## src/rtl/alu_pipe.sv

```systemverilog
// Handshaked ALU: single-cycle logic/arith ops, iterative shift-add multiply,
// results held in a registered output stage until the consumer takes them.
module alu_pipe #(
   parameter int WIDTH = 32,
   parameter int SHW   = $clog2(WIDTH)
) (
   input  logic             clk,
   input  logic             rst_n,
   input  logic             in_valid,
   output logic             in_ready,
   input  logic [WIDTH-1:0] a,
   input  logic [WIDTH-1:0] b,
   input  logic [2:0]       sel,
   output logic             out_valid,
   input  logic             out_ready,
   output logic [WIDTH-1:0] result,
   output logic             zero,
   output logic             carry,
   output logic             overflow,
   output logic             busy
);

   typedef enum logic [1:0] {S_IDLE, S_MUL, S_DONE} state_t;
   typedef enum logic [2:0] {
      OP_ADD = 3'b000, OP_SUB = 3'b001, OP_AND = 3'b010, OP_OR  = 3'b011,
      OP_XOR = 3'b100, OP_GT  = 3'b101, OP_MUL = 3'b110, OP_SLL = 3'b111
   } op_t;

   localparam logic [SHW-1:0] LAST = SHW'(WIDTH - 1);

   state_t             r_state;
   logic [WIDTH-1:0]   r_result;
   logic               r_zero;
   logic               r_carry;
   logic               r_overflow;
   logic               r_out_valid;
   logic               r_busy;
   logic [2*WIDTH-1:0] r_mcand;
   logic [WIDTH-1:0]   r_mplier;
   logic [2*WIDTH-1:0] r_acc;
   logic [SHW-1:0]     r_cnt;

   op_t                w_op;
   logic [WIDTH:0]     w_sum;
   logic [WIDTH:0]     w_diff;
   logic [WIDTH-1:0]   w_res;
   logic               w_c;
   logic               w_v;
   logic [2*WIDTH-1:0] w_acc_next;

   assign w_op       = op_t'(sel);
   assign w_sum      = {1'b0, a} + {1'b0, b};
   assign w_diff     = {1'b0, a} - {1'b0, b};
   assign w_acc_next = r_acc + (r_mplier[0] ? r_mcand : '0);

   // Single-cycle ops; MUL result comes from the iterative datapath instead.
   always_comb begin
      w_res = '0;
      w_c   = 1'b0;
      w_v   = 1'b0;
      case (w_op)
         OP_ADD: begin
            w_res = w_sum[WIDTH-1:0];
            w_c   = w_sum[WIDTH];
            w_v   = (a[WIDTH-1] == b[WIDTH-1]) && (w_sum[WIDTH-1] != a[WIDTH-1]);
         end
         OP_SUB: begin
            w_res = w_diff[WIDTH-1:0];
            w_c   = w_diff[WIDTH];
            w_v   = (a[WIDTH-1] != b[WIDTH-1]) && (w_diff[WIDTH-1] != a[WIDTH-1]);
         end
         OP_AND:  w_res = a & b;
         OP_OR:   w_res = a | b;
         OP_XOR:  w_res = a ^ b;
         OP_GT:   w_res = {{(WIDTH-1){1'b0}}, (a > b)};
         OP_SLL:  w_res = a << b[SHW-1:0];
         default: w_res = '0;
      endcase
   end

   always_ff @(posedge clk or negedge rst_n) begin
      if (!rst_n) begin
         r_state     <= S_IDLE;
         r_result    <= '0;
         r_zero      <= 1'b0;
         r_carry     <= 1'b0;
         r_overflow  <= 1'b0;
         r_out_valid <= 1'b0;
         r_busy      <= 1'b0;
         r_mcand     <= '0;
         r_mplier    <= '0;
         r_acc       <= '0;
         r_cnt       <= '0;
      end else begin
         case (r_state)
            S_IDLE: begin
               if (in_valid) begin
                  if (w_op == OP_MUL) begin
                     r_mcand  <= {{WIDTH{1'b0}}, a};
                     r_mplier <= b;
                     r_acc    <= '0;
                     r_cnt    <= '0;
                     r_busy   <= 1'b1;
                     r_state  <= S_MUL;
                  end else begin
                     r_result    <= w_res;
                     r_zero      <= (w_res == '0);
                     r_carry     <= w_c;
                     r_overflow  <= w_v;
                     r_out_valid <= 1'b1;
                     r_state     <= S_DONE;
                  end
               end
            end
            S_MUL: begin
               // Multiplier consumed LSB-first; the last step publishes w_acc_next directly.
               r_acc    <= w_acc_next;
               r_mcand  <= r_mcand << 1;
               r_mplier <= r_mplier >> 1;
               r_cnt    <= r_cnt + SHW'(1);
               if (r_cnt == LAST) begin
                  r_result    <= w_acc_next[WIDTH-1:0];
                  r_zero      <= (w_acc_next[WIDTH-1:0] == '0);
                  r_carry     <= 1'b0;
                  r_overflow  <= |w_acc_next[2*WIDTH-1:WIDTH];
                  r_busy      <= 1'b0;
                  r_out_valid <= 1'b1;
                  r_state     <= S_DONE;
               end
            end
            S_DONE: begin
               if (out_ready) begin
                  r_out_valid <= 1'b0;
                  r_state     <= S_IDLE;
               end
            end
            default: r_state <= S_IDLE;
         endcase
      end
   end

   assign in_ready  = (r_state == S_IDLE);
   assign out_valid = r_out_valid;
   assign result    = r_result;
   assign zero      = r_zero;
   assign carry     = r_carry;
   assign overflow  = r_overflow;
   assign busy      = r_busy;

endmodule

```

## config.mk

```make
export PLATFORM = sky130hd
export DESIGN_NAME = alu_pipe
export DESIGN_NICKNAME = d
export VERILOG_FILES = /design/src/rtl/alu_pipe.sv
export SDC_FILE = /design/constraint.sdc
export NUM_CORES = 1
export LEC_CHECK = 0
export ABC_AREA = 1
export BUFFER_PORTS_ARGS = -buffer_cell sky130_fd_sc_hd__buf_2
export CAP_MARGIN = 5
export CORE_MARGIN = 10
export CORE_UTILIZATION = 51
export CTS_CLUSTER_DIAMETER = 150
export DETAILED_ROUTE_END_ITERATION = 6
export PLACE_DENSITY = 0.71
export SYNTH_ARGS = -nofsm -noshare
export SYNTH_HDL_FRONTEND = slang
export SYNTH_SLANG_ARGS = --single-unit
```

## constraint.sdc

```tcl
create_clock -name clk -period 8.1 [get_ports clk]
set_input_delay 1.62 -clock clk [delete_from_list [all_inputs] [get_ports clk]]
set_output_delay 1.62 -clock clk [all_outputs]
set_load 0.02 [all_outputs]
```

==> results of run 1 <==
## sequential cells by signal, summed over array words and instances, names as in the netlist
name	count
overflow	1
result	32
busy	1
r_mplier	32
carry	1
out_valid	1
r_acc	64
zero	1
r_cnt	5
r_state	2
r_mcand	64
## critical path: stages
cell and delay, ns:
buf_2 0.57, inv_2 0.51, ha_1 0.51, inv_1 0.06, nand2_1 0.10, nor2_1 0.06
nand4_1 0.11, nand3_1 0.18, nand2_1 0.10, nand2_1 0.12, a21oi_1 0.41, nand2_1 0.11
nor2_1 0.11, nand2_1 0.09, nor2_1 0.10, nand3_1 0.08, a21oi_1 0.13
## synth_stat cells, types with 4 or more instances
| cell type | instances |
|---|---|
| nand3_2 | 7 |
| o21ai_0 | 148 |
| o211ai_1 | 70 |
| or2_2 | 18 |
| buf_4 | 5 |
| xnor2_1 | 16 |
| o22ai_1 | 52 |
| nand2_1 | 1425 |
| nor3_1 | 24 |
| o21bai_1 | 15 |
| xor2_1 | 15 |
| buf_6 | 4 |
| dfrtp_1 | 204 |
| nand4_1 | 36 |
| and3_1 | 4 |
| a31oi_1 | 34 |
| buf_2 | 53 |
| nor2_1 | 356 |
| a221oi_1 | 4 |
| ha_1 | 169 |
| a21oi_1 | 127 |
| nand3b_1 | 10 |
| o21ai_1 | 5 |
| inv_2 | 4 |
| nand2_2 | 8 |
| a22o_1 | 18 |
| buf_1 | 13 |
| nand3_1 | 356 |
| nor4_1 | 7 |
| clkbuf_1 | 57 |
| inv_1 | 757 |
## cells in the final DEF (no fill, tap or decap), types with 5 or more instances in the layout
cell type,netlist,final
xnor2_1,16,16
nand4_1,36,36
clkbuf_1,57,5
a22o_1,18,18
clkbuf_16,0,27
nor2_2,3,5
nand3b_1,10,10
nor2_1,356,352
or2_2,18,18
o21bai_1,15,15
ha_1,169,169
nand2_1,1425,1425
clkbuf_8,2,5
dfrtp_1,204,203
nand2_2,8,8
nor4_1,7,7
nand3_1,356,355
inv_1,757,755
nand3_2,7,7
buf_2,53,107
xor2_1,15,15
o211ai_1,70,70
buf_4,5,14
o22ai_1,52,52
o21ai_1,5,5
a31oi_1,34,34
nor3_1,24,24
o21ai_0,148,148
a21oi_1,127,127
## layout make-up
cell class              instances  area (um^2)
clock inverters                11          136
fillers                      4910        20200
diodes                          2         5.00
flip-flops and latches        204         5110
inverters                     761         2860
repair buffers                123          676
well taps                     600          751
multi-input cells            2953        14600
clock buffers                  37          763
## kinds of logic (layout without fill, tap and decap cells)
logic type      Yosys count  after routing
other cells               0              2
buf+inv                 896            932
simple gates           2261           2261
fa+ha+maj               172            172
compound gates          489            489
xor+xnor                 31             31
flops                   204            204
## power by group
group,switching (mW),internal (mW),leakage (nW),total (mW)
Clock,0.511,0.724,0.437,1.24
Sequential,0.190,1.31,2.66,1.51
Combinational,1.52,0.600,11.3,2.12
Total,2.22,2.64,14.4,4.86
## path summary, 6_finish.rpt
| check | start | to | cells after the start |
|---|---|---|---|
| hold reg to reg | r_cnt[2]$_DFFE_PN0P_ | r_cnt[2]$_DFFE_PN0P_ | 1 |
| setup reg to reg | r_mplier[0]$_DFFE_PN0P_ | overflow$_DFFE_PN0P_ | 19 |
| max in group asynchronous | rst_n | r_mcand[61]$_DFFE_PN0P_ | 2 |
| setup / recovery | b[1] | zero$_DFFE_PN0P_ | 17 |
| hold / removal | r_cnt[2]$_DFFE_PN0P_ | r_cnt[2]$_DFFE_PN0P_ | 1 |
| min in group asynchronous | rst_n | r_acc[6]$_DFFE_PN0P_ | 1 |
## per-layer routing
metal / global-route usage, % / vias up / share of wire [%]
li1: - / 12721 / -
met1: 44.1 / 11891 / 42
met2: 52.5 / 1179 / 44
met3: 4.38 / 239 / 8.7
met4: 16.1 / 0 / 5.4
met5: 0 / - / 0
## stage by stage
stage / power, mW / util, % / hold slack, ns / worst slack (ns)
6_report: 4.86 / 55.2 / 0.479 / 3.61
5_1_grt: 5.16 / 55.2 / 0.498 / 3.40
4_1_cts: 4.84 / 55.2 / 0.478 / 3.79
3_5_place_dp: 3.59 / 53.2 / 0.463 / 3.19
3_3_place_gp: 3.57 / 53.2 / 0.462 / 3.24
2_1_floorplan: 2.87 / - / 0.446 / 4.10
==> results.toml, run 1 <==
[route]
wl_um = 92300
wl_per_cell_um = 19.7
drt_iter0_drc = 2909
dr.pass1.iters = 7
route.detailed.drc = 1
ant_nets = 0
vias = 26030
viasPerCell = 5.55

[place]
dp_hpwl_um = 75100
io_buffers = 108
gp_congestion = 1.09
placed_area_um2 = 24000
placedCellCount = 4641

[clock_network]
clkLatencyLatePin_ns = 0.60
ctsLongestPathBuffers = 3
htree_num_levels = 1
cts_hold_buf = 0
cts_inserted_buffers = 27
cts_resized = 0
cts_tree = "built"
clockRootBuffer = "clkbuf_16"
path_clk_slew_ns = 0.06
cts.sinks = 204
cts_setup_buffers = 0

[final_layout]
fin_nets = 4313
area_delta_synth_final_pct = 7.43
fin_area_um2 = 24900
drive_gt1_share_pct = 5.40
stdcell_count = 4691

[synth]
synth-simple-area-share_pct = 39.9
synth_cells = 4053
synth_compound_area_share_pct = 12.5
synth_top_area_cell = "nand2_1"
async_reset_ff_share_pct = 100
synth_seq_area_share_pct = 22.0
synthTopCellsByArea = "nand2_1 (23%), dfrtp_1 (22%), inv_1 (12%), ha_1 (9.1%), nand3_1 (7.7%)"
synth_xor_area_share_pct = 1.17
synth_nets = 4296
synth.area.mux_share_pct = 0
ys.flop_type = "dfrtp_1"
avgSynthCellArea_um2 = 5.73
ys_seq_elements = 204
synth_top_family_by_area = "simple AND/OR/NAND/NOR gates"
synthAdderAreaFrac_pct = 9.37
ys_types = 46
synth_edf_count = 0
netlist_area_um2 = 23200
ys_warn_count = 0
synth_top_area_share_pct = 23.0

[sta]
timing.slew.headroom_pct = 30.4
fin_worst_skew_ns = 0.0245
slew_violations = 0
tightest_slew_ns = 1.04
rsz0062_at_grt = "false"
setup_tns_ns = 0
timing.final.crit_period_ns = 4.49
fmax_mhz = 223
hold_viol = 0
fin_crit_sh_pct = 55.4
setup_violations = 0

[global_route]
grt_pass1_wl_um = 140000
grt_start_max_net_pins = 137
antenna_found_initial = 1
grt.total_usage_pct = 33.2
grt_pass1_vias = 24169
grt-ovfl-total = 0

[floorplanning]
initial_core_util_pct = 51.4
dieArea_um2 = 54500
num_io_pins = 109
rows = 78
die_w_um = 233
fp.coreArea_um2 = 45200
die-height_um = 233

[power]
leakage_nw = 14.4
p_per_area_nw_per_um2 = 195
ir_worst_vdd_uv = 244

[run_status]
violations = "DRC"
status = "finished, violations left"

[worst_setup_path]
worstSetupStartpointType = "input pin"
worstPathRequired_ns = 8.60
critical_path_class = "in -> reg"
cp.arrival_ns = 4.99
path_max_fanout = 36
rrSetupSlack_ns = 4.22
worstSetupEndpointType = "flip-flop"

[job]
cap_violations = 0

[hold_path]
min_path_type = "reg -> reg"
Note: power is estimated with default switching activity, not from simulation.
==> run 2, diff against run 1 <==
PLACE_DENSITY = 0.74   (was 0.71)
clock period = 3.9 ns   (was 8.1 ns; I/O delays follow)
==> results.toml, run 2 (same netlist as run 1, synthesis figures left out) <==
[global_route]
grt-ovfl-total = 0
grt.total_usage_pct = 35.5
grt_pass1_vias = 24938
grt_start_max_net_pins = 78
antenna_found_initial = 0
grt_pass1_wl_um = 148000

[worst_setup_path]
crit_top_cell = "nand2_1"
cpMaxStageDelayCell = "dfrtp_2"
critical_path_class = "reg -> reg"
worstSetupEndpointType = "flip-flop"
critPathMaxStageDelay_ns = 0.58
cp_num_buf_inv = 1
cp_cell_sequence = "nand2_1 > inv_1 > ha_1 > fa_1 > nand3_1 > nand3_1 > nand2_1 > nand2_1 > nand2_1 > nand2_1 > nand3_1 > nand3_1 > nand2_1 > nand2_1 > nor2_1 > nand2_1 > nor2_1 > nand3_1 > nand2_1 > a21oi_1"
worstSetupStartpointType = "flip-flop"
cp.arrival_ns = 4.09
worstPathRequired_ns = 4.37
path_delay_family = "simple AND/OR/NAND/NOR gates"
path_max_fanout = 22

[route]
ant_nets = 0
vias = 26474
wl_per_cell_um = 20.7
wl_um = 98000
drt_iter0_drc = 2660
dr.pass1.iters = 6
route.detailed.drc = 0
viasPerCell = 5.59

[final_layout]
final_cell_mix = "nand2_1 (1425), inv_1 (755), nand3_1 (354)"
fin_nets = 4361
drive_gt1_share_pct = 6.55
layout.cells.most_common = "nand2_1"
stdcell_count = 4738
fill_cells = 4813
layout.area.seq_um2 = 5110
diodes = 0
multiInputGateArea_um2 = 14700
top_regs = "r_acc x64, r_mcand x64"
final_util_pct = 56.0
area_delta_synth_final_pct = 8.96

[clock_network]
htree_num_levels = 1
cts_inserted_buffers = 26
cts_tree = "built"
cts.sinks = 204
path_clk_slew_ns = 0.06
cts_hold_buf = 0
clkLatencyLatePin_ns = 0.59
clockRootBuffer = "clkbuf_16"
ctsLongestPathBuffers = 3

[hold_path]
min_path_type = "in -> async"

[sta]
whs_ns = 0.150
tightest_slew_ns = 1.01
fmax_mhz = 277
timing.final.ws_setup_ns = 0.285
timing.final.crit_period_ns = 3.61
fin_worst_skew_ns = 0.0275
hold_viol = 0
rsz0062_at_grt = "false"
fin_crit_sh_pct = 92.7
setup_violations = 0
slew_violations = 0
timing.slew.headroom_pct = 32.6

[power]
total_power_mw = 10.3
leakage_nw = 14.7
switchingPower_mw = 4.82
power_frac_seq_pct = 31.6
p_comb_share_pct = 44.3
intPower_mw = 5.48
clockPowerShare_pct = 24.1
switching_share_pct = 46.8
p_per_area_nw_per_um2 = 407
ir_worst_vdd_uv = 494

[floorplanning]
initial_core_util_pct = 51.4
die_w_um = 233
rows = 78
num_io_pins = 109
fp.coreArea_um2 = 45200
die-height_um = 233
dieArea_um2 = 54500

[place]
pre_cts_slack_ns = 0.117
gp_congestion = 1.05
placedCellCount = 4690
dp_hpwl_um = 80900
io_buffers = 108

[run_status]
status = "complete, no violations"

[job]
cap_violations = 0
run 2: changes by cell type in the layout (fill, tap and decap cells not counted), sizes merged:
cell,previous run,this run
buf,123,172
clkbuf,37,31
clkinv,7,10
diode,2,0
inv,761,763
clkinvlp,2,3
run 2: final cells by class:
cell class	instances	share of cell area, %
Clock buffer	31	2.69
Inverter	761	11.3
Clock inverter	17	0.682
Sequential cell	204	20.2
Tap cell	600	2.97
Multi-Input combinational cell	2953	57.9
Timing Repair Buffer	172	4.27
run 2: stage by stage:
| step | cell area, um^2 | setup TNS (ns) |
|---|---|---|
| finish | 25300 | 0 |
| detailed placement | 24400 | 0 |
| global route | 25300 | 0 |
| floorplan | 23200 | 0 |
| CTS | 25300 | 0 |
| global placement | 24400 | -0.00268 |
run 2: path summary, 6_finish.rpt:
path                                         startpoint                       to  slack [ns]  depth (start not counted)
worst max register to register  r_mplier[0]$_DFFE_PN0P_     overflow$_DFFE_PN0P_        0.29                         20
worst max-delay path            r_mplier[0]$_DFFE_PN0P_     overflow$_DFFE_PN0P_        0.29                         20
worst min-delay path                              rst_n    result[8]$_DFFE_PN0P_        0.15                          1
max in group asynchronous                         rst_n  r_mcand[15]$_DFFE_PN0P_        2.83                          2
min in group clk                              out_ready   r_state[1]$_DFFE_PN0P_        0.45                          4
worst min register to register        carry$_DFFE_PN0P_        carry$_DFFE_PN0P_        0.48                          2
run 2: power groups by stage:
stage,clock [mW],combinational (mW),sequential [mW]
after floorplan,0,2.73,3.23
after global placement,0,4.44,3.25
after detailed placement,0,4.46,3.26
after CTS,2.50,4.48,3.23
after global routing,2.58,5.00,3.31
final,2.48,4.56,3.26
run 2: worst register-to-register path, stage by stage (launching register included):
cell and delay (ns):
dfrtp_2 0.58, nand2_1 0.13, inv_1 0.05, ha_1 0.20, fa_1 0.45, nand3_1 0.16, nand3_1 0.18, nand2_1 0.11
nand2_1 0.16, nand2_1 0.10, nand2_1 0.13, nand3_1 0.18, nand3_1 0.09, nand2_1 0.07, nand2_1 0.07, nor2_1 0.15
nand2_1 0.11, nor2_1 0.29, nand3_1 0.17, nand2_1 0.08, a21oi_1 0.05
run 2: what timing repair did:
| action | in CTS | in global routing |
|---|---|---|
| setup endpoints to repair | 0 | 1 |
| gates resized for setup | 0 | 1 |
| buffers inserted | 0 | 0 |
| hold endpoints to repair | 0 | 0 |
run 2: layer usage:
layer,part of all wire [%],track usage [%],wire length [um],up-vias
met2,45,57.6,44100,1270
met1,41,46.1,40300,12149
li1,-,-,-,12807
met4,5.5,16.7,5370,0
met3,8.4,4.71,8260,248
met5,0,0,0,-
